--- config.mk ---
export PLATFORM = sky130hd
export DESIGN_NAME = btn_debounce
export DESIGN_NICKNAME = d
export VERILOG_FILES = /design/src/rtl/btn_debounce.sv
export SDC_FILE = /design/constraint.sdc
export NUM_CORES = 1
export LEC_CHECK = 0
export ABC_AREA = 1
export BUFFER_PORTS_ARGS = -buffer_cell sky130_fd_sc_hd__buf_4
export CAP_MARGIN = 10
export CORE_ASPECT_RATIO = 2
export CORE_UTILIZATION = 55
export CTS_BUF_LIST = sky130_fd_sc_hd__clkbuf_8 sky130_fd_sc_hd__clkbuf_16
export CTS_CLUSTER_DIAMETER = 100
export DETAILED_ROUTE_END_ITERATION = 16
export PLACE_DENSITY = 0.82
export RECOVER_POWER = 50
export SYNTH_ARGS = -nofsm -noshare
export SYNTH_HDL_FRONTEND = slang
export SYNTH_SLANG_ARGS = --single-unit
--- constraint.sdc ---
create_clock -name clk -period 1.53 [get_ports clk]
set_input_delay 0.0765 -clock clk [delete_from_list [all_inputs] [get_ports clk]]
set_output_delay 0.0765 -clock clk [all_outputs]
set_load 0.05 [all_outputs]
--- src/rtl/btn_debounce.sv ---
// Button conditioner: synchronizer chain plus counter-qualified debounce FSM.
// Emits a clean level and one-cycle rise/fall pulses aligned with it.
module btn_debounce #(
  parameter int   SYNC_STAGES     = 2,
  parameter int   DEBOUNCE_CYCLES = 1000000,
  parameter logic RESET_LEVEL     = 1'b0
) (
  input  logic clk,
  input  logic rst,
  input  logic btn_raw,
  output logic btn_level,
  output logic btn_rise,
  output logic btn_fall,
  output logic busy
);

  localparam int CNT_W = $clog2(DEBOUNCE_CYCLES + 1);
  localparam logic [CNT_W-1:0] CNT_MAX = CNT_W'(DEBOUNCE_CYCLES - 1);
  localparam logic [CNT_W-1:0] CNT_ONE = CNT_W'(1);

  typedef enum logic [1:0] {
    STABLE_LO,
    WAIT_HI,
    STABLE_HI,
    WAIT_LO
  } state_t;

  localparam state_t RST_STATE = RESET_LEVEL ? STABLE_HI : STABLE_LO;

  logic [SYNC_STAGES-1:0] sync;
  logic                   s_sync;

  state_t           state, state_n;
  logic [CNT_W-1:0] cnt, cnt_n;
  logic             level_n, rise_n, fall_n;

  always_ff @(posedge clk) begin
    if (rst) begin
      sync <= {SYNC_STAGES{RESET_LEVEL}};
    end else begin
      sync <= {sync[SYNC_STAGES-2:0], btn_raw};
    end
  end

  assign s_sync = sync[SYNC_STAGES-1];

  always_ff @(posedge clk) begin
    if (rst) begin
      state     <= RST_STATE;
      cnt       <= '0;
      btn_level <= RESET_LEVEL;
      btn_rise  <= 1'b0;
      btn_fall  <= 1'b0;
    end else begin
      state     <= state_n;
      cnt       <= cnt_n;
      btn_level <= level_n;
      btn_rise  <= rise_n;
      btn_fall  <= fall_n;
    end
  end

  // Pulses are computed here so they register in the same edge as the level.
  always_comb begin
    state_n = state;
    cnt_n   = cnt;
    level_n = btn_level;
    rise_n  = 1'b0;
    fall_n  = 1'b0;
    case (state)
      STABLE_LO: begin
        if (s_sync) begin
          state_n = WAIT_HI;
          cnt_n   = CNT_ONE;
        end
      end
      WAIT_HI: begin
        if (!s_sync) begin
          state_n = STABLE_LO;
          cnt_n   = '0;
        end else if (cnt == CNT_MAX) begin
          state_n = STABLE_HI;
          cnt_n   = '0;
          level_n = 1'b1;
          rise_n  = 1'b1;
        end else begin
          cnt_n = cnt + CNT_ONE;
        end
      end
      STABLE_HI: begin
        if (!s_sync) begin
          state_n = WAIT_LO;
          cnt_n   = CNT_ONE;
        end
      end
      WAIT_LO: begin
        if (s_sync) begin
          state_n = STABLE_HI;
          cnt_n   = '0;
        end else if (cnt == CNT_MAX) begin
          state_n = STABLE_LO;
          cnt_n   = '0;
          level_n = 1'b0;
          fall_n  = 1'b1;
        end else begin
          cnt_n = cnt + CNT_ONE;
        end
      end
      default: begin
        state_n = RST_STATE;
        cnt_n   = '0;
      end
    endcase
  end

  always_comb begin
    busy = (state == WAIT_HI) || (state == WAIT_LO);
  end

endmodule

### After elaboration in Yosys (flattened, before gate mapping)

Index checks and enable logic that the tools add are counted.
Widths: inputs -> output; s select.

* register bits after elaboration: 27
* input port bits: 3
* output and inout port bits: 4

* $add $sub $neg: 1
* eq/ne operators: 12
* multiplexer cells: 19
* bitwise operators: 3
* reductions and logical operators: 8

Operators with widths (number)
* $mux 20: 5
* $pmux 20 s4: 1
* $add 20x1->20 const B: 1
* $eq 20x20->1 const B: 1
* $mux 2: 6
* $ne 2x2->1 const B: 6
* $pmux 2 s4: 1
* $ne 3x3->1 const B: 2
* $reduce_or 3->1: 2
* $mux 1: 5
* $reduce_and 5->1: 1
* $eq 2x2->1 const B: 2
* $reduce_and 4->1: 1
* $not 1->1: 3
* $eq 2x1->1 const B: 1
* $logic_not 2->1: 1
* $pmux 1 s2: 1
* $reduce_and 2->1: 1
* $reduce_bool 2->1: 1
* $logic_or 1x1->1: 1

### Longest topological paths before layout

* depth in word-level cells: 4
* mapped depth: 10
* gate-level depth less buffers: 10

### Least setup slack after synthesis

Ideal clock, no wire load.

* kind: register to register
* start point: register cnt[0]
* end point: register cnt[14]
* setup time: 135 ps
* arrival: 1289 ps
* data required time: 1395 ps
* path slack: 106 ps
* cell stages (with the launch flop): 10
* buffers on the path: 1
* period minus slack after synthesis: 1424 ps
* cells stage by stage: dfxtp_1 ha_1 nand2_2 nor2_4 nand3_1 nor2_2 nor2_4 buf_12 nand3_2 a21oi_2

* longest elaborated chain between the ends: 4
* elaborated cells between the ends (all ways): 6
* classes of those cells: 1 x add/sub; 1 x eq/ne; 4 x mux

RTL lines
* from (decl): line 34 `logic [CNT_W-1:0] cnt, cnt_n;`
* from (signal assigned): line 56 `cnt <= cnt_n;`
* $add 20x1->20 or $eq 20x20->1 (tied branches)
* $mux 20 (*): line 81, 100
* $mux 20, on equally long branches: line 97, 78
* $pmux 20 s4 (*): line 70 `case (state)`

Every way passes the cells marked *; elsewhere a longest branch is shown, timed or not.
A chain may end at the register's enable or synchronous reset.

### Final worst setup path

* start point: register cnt[4]
* end point: register cnt[15]

Same word-level chain as after synthesis.

==> reports/qor.yml <==
yosys_warnings: 0
synthFlopType: "dfxtp_1"
arrival_ns: 1.63
min_period_ns: 1.46
cts_buffers: 3
max-cap-violations: 0
synthCells: 241
vdd_drop_max_v: 0.000542
portBuffers: 6
grt_pass1_vias: 1469
crit_fanout: 5
min_path_type: "primary input to flop"
start_util_pct: 59.3
insertion_delay_ns: 0.27
wl_per_cell_um: 13.4
avgSynthCellArea_um2: 6.90
synth_top_cell_area_share_pct: 32.5
n_antenna_cell: 0
synth_area_leaders: "dfxtp_1 33%, nand2_1 12%, nor2_1 7.4%, nand2_2 6.4%, inv_1 5.6%"
cts.path.max_buffers: 2
grt_antenna_before_repair: 0
rsz0062_at_grt: "yes"
die_y_um: 79.8
synth_cell_type_count: 27
clkSinkCount: 27
vias_per_cell: 5.52
ctsRootBufferMaster: "clkbuf_8"
die_area_um2: 3260
holdBufCountCts: 0
reg2reg_slack_ns: 0.07
synth_area_um2: 1660
synth_common_cells: "51 x nand2_1, 33 x nor2_1, 27 x dfxtp_1"
routabilityCongestion: 0.924
finalNonFillerCells: 284
drtAntennaViolNets: 0
end_kind: "flop"
start_kind: "flop"
setup_violations: 0
path_class: "flop to flop"
finalMaxSlewViolations: 0
place_hpwl_mm: 2.64
overflow: 0
postSynthNetCount: 245
worst_slew_pin_slew_ns: 0.589
worstPathRequired_ns: 1.70
fin_worst_skew_ns: 0.00265
postSynth.asyncResetShare_pct: 0
coreArea_um2: 2800
fin_ws_ns: 0.0681
drc: 0
fp.dieW_um: 40.9
post-route-period-util_pct: 95.6
status: "complete, no violations"
routed_wl_mm: 3.80
grt_usage_pct: 26.1
holdWs_ns: 0.00156
dp_cells: 274
area_growth_pct: 11.8
hold_viol: 0
rows: 27
max_clock_freq_mhz: 684
nets: 260
grt_max_degree: 19
drive_gt1_share_pct: 31.0
power_density_nw_per_um2: 714
vias: 1569
total_power_mw: 1.33
h-tree-depth: 1
io_pins: 7
yosys.area.top_type: "dfxtp_1"
p_leak_nw: 0.650
relSlewSlack_pct: 60.9
synth-edff-count: 0
dp_slack_ns: -0.0614
synth-seq-cells: 27
post-synth-top-count-cell: "nand2_1"
dr.pass1.iters: 4
ys_seq_area_share_pct: 32.5
cts_tree: "built"
grt_pass1_wl_mm: 6.00
clkTransAtPathRegs_ns: 0.09
fin_util_pct: 66.3
drtIter0Drc: 69
==> worst max-delay path, stage by stage, from the launching register on <==
cell	delay [ns]
dfxtp_1	0.39
nand2_2	0.14
nor2_4	0.17
nand2_2	0.10
nor2_4	0.15
nand2_4	0.08
nor2_4	0.10
nor2_1	0.06
o21a_1	0.18
==> cell type report <==
cell class / count / area, um^2
inverter: 31 / 116
timing repair buffer: 15 / 114
clock inverter: 1 / 5.00
tap: 29 / 36.3
clock buffer: 3 / 41.3
multi-input combinational: 178 / 997
sequential: 27 / 549
fill: 250 / 945
==> logic make-up after synthesis <==
family | synth area share [%]
DFF | 32.5
xor gates and xnor gates | 2.11
buffers and inverters | 9.93
adders and majority gates | 0.752
AOI/OAI and AO/OA | 12.3
and+or+nand+nor | 42.4
==> layout by cell type (no fill, tap or decap), types with 2 or more instances in the layout <==
| cell | instances |
|---|---|
| xor2_1 | 4 |
| dfxtp_2 | 7 |
| nand4_1 | 2 |
| nor2_2 | 7 |
| nand2_4 | 3 |
| clkbuf_1 | 4 |
| inv_2 | 6 |
| nand3_2 | 6 |
| inv_1 | 24 |
| o21ai_1 | 2 |
| nor2_4 | 9 |
| nand2_2 | 14 |
| nand3_1 | 17 |
| buf_4 | 9 |
| nand2_1 | 51 |
| dfxtp_1 | 20 |
| clkbuf_8 | 3 |
| o21ai_0 | 10 |
| a21oi_1 | 7 |
| a21oi_2 | 10 |
| nor2_1 | 30 |
==> timing repair <==
action	CTS	global route
resized for setup	0	20
setup endpoints to repair	9	16
buffers inserted	1	5
pin swaps	1	8
==> registers in the layout, summed over array words and instances (netlist names), named ones only <==
register	flops
btn_level	1
cnt	20
btn_fall	1
state	1
btn_rise	1
sync	2
==> worst paths after layout <==
check,start,to,depth (start not counted)
worst max-delay path,cnt[4]$_SDFFE_PP0P_,cnt[15]$_SDFFE_PP0P_,8
worst min register to register,sync[0]$_SDFF_PP0_,sync[1]$_SDFF_PP0_,2
worst min-delay path,btn_raw,sync[0]$_SDFF_PP0_,3
worst max register to register,cnt[4]$_SDFFE_PP0P_,cnt[15]$_SDFFE_PP0P_,8
==> through the flow <==
step | setup TNS (ns) | instance area [um^2]
6_report | 0 | 1860
5_1_grt | -0.0107 | 1860
4_1_cts | 0 | 1780
3_5_place_dp | -0.191 | 1720
3_3_place_gp | -0.0536 | 1720
2_1_floorplan | 0 | 1660
==> report_power, final <==
group	total [mW]	internal, mW	switching (mW)
Sequential	0.734	0.719	0.0153
Combinational	0.183	0.0552	0.127
Clock	0.411	0.183	0.229
Total	1.33	0.957	0.371
==> metal layers <==
metal	routed length, um	share of wire (%)	up-vias	global-route usage, %
li1	-	-	784	-
met1	1460	39	722	28.5
met2	2020	53	46	43.4
met3	158	4.2	17	3.06
met4	156	4.1	0	15.7
met5	0	0	-	0
Power figures use the tool's default switching activity.
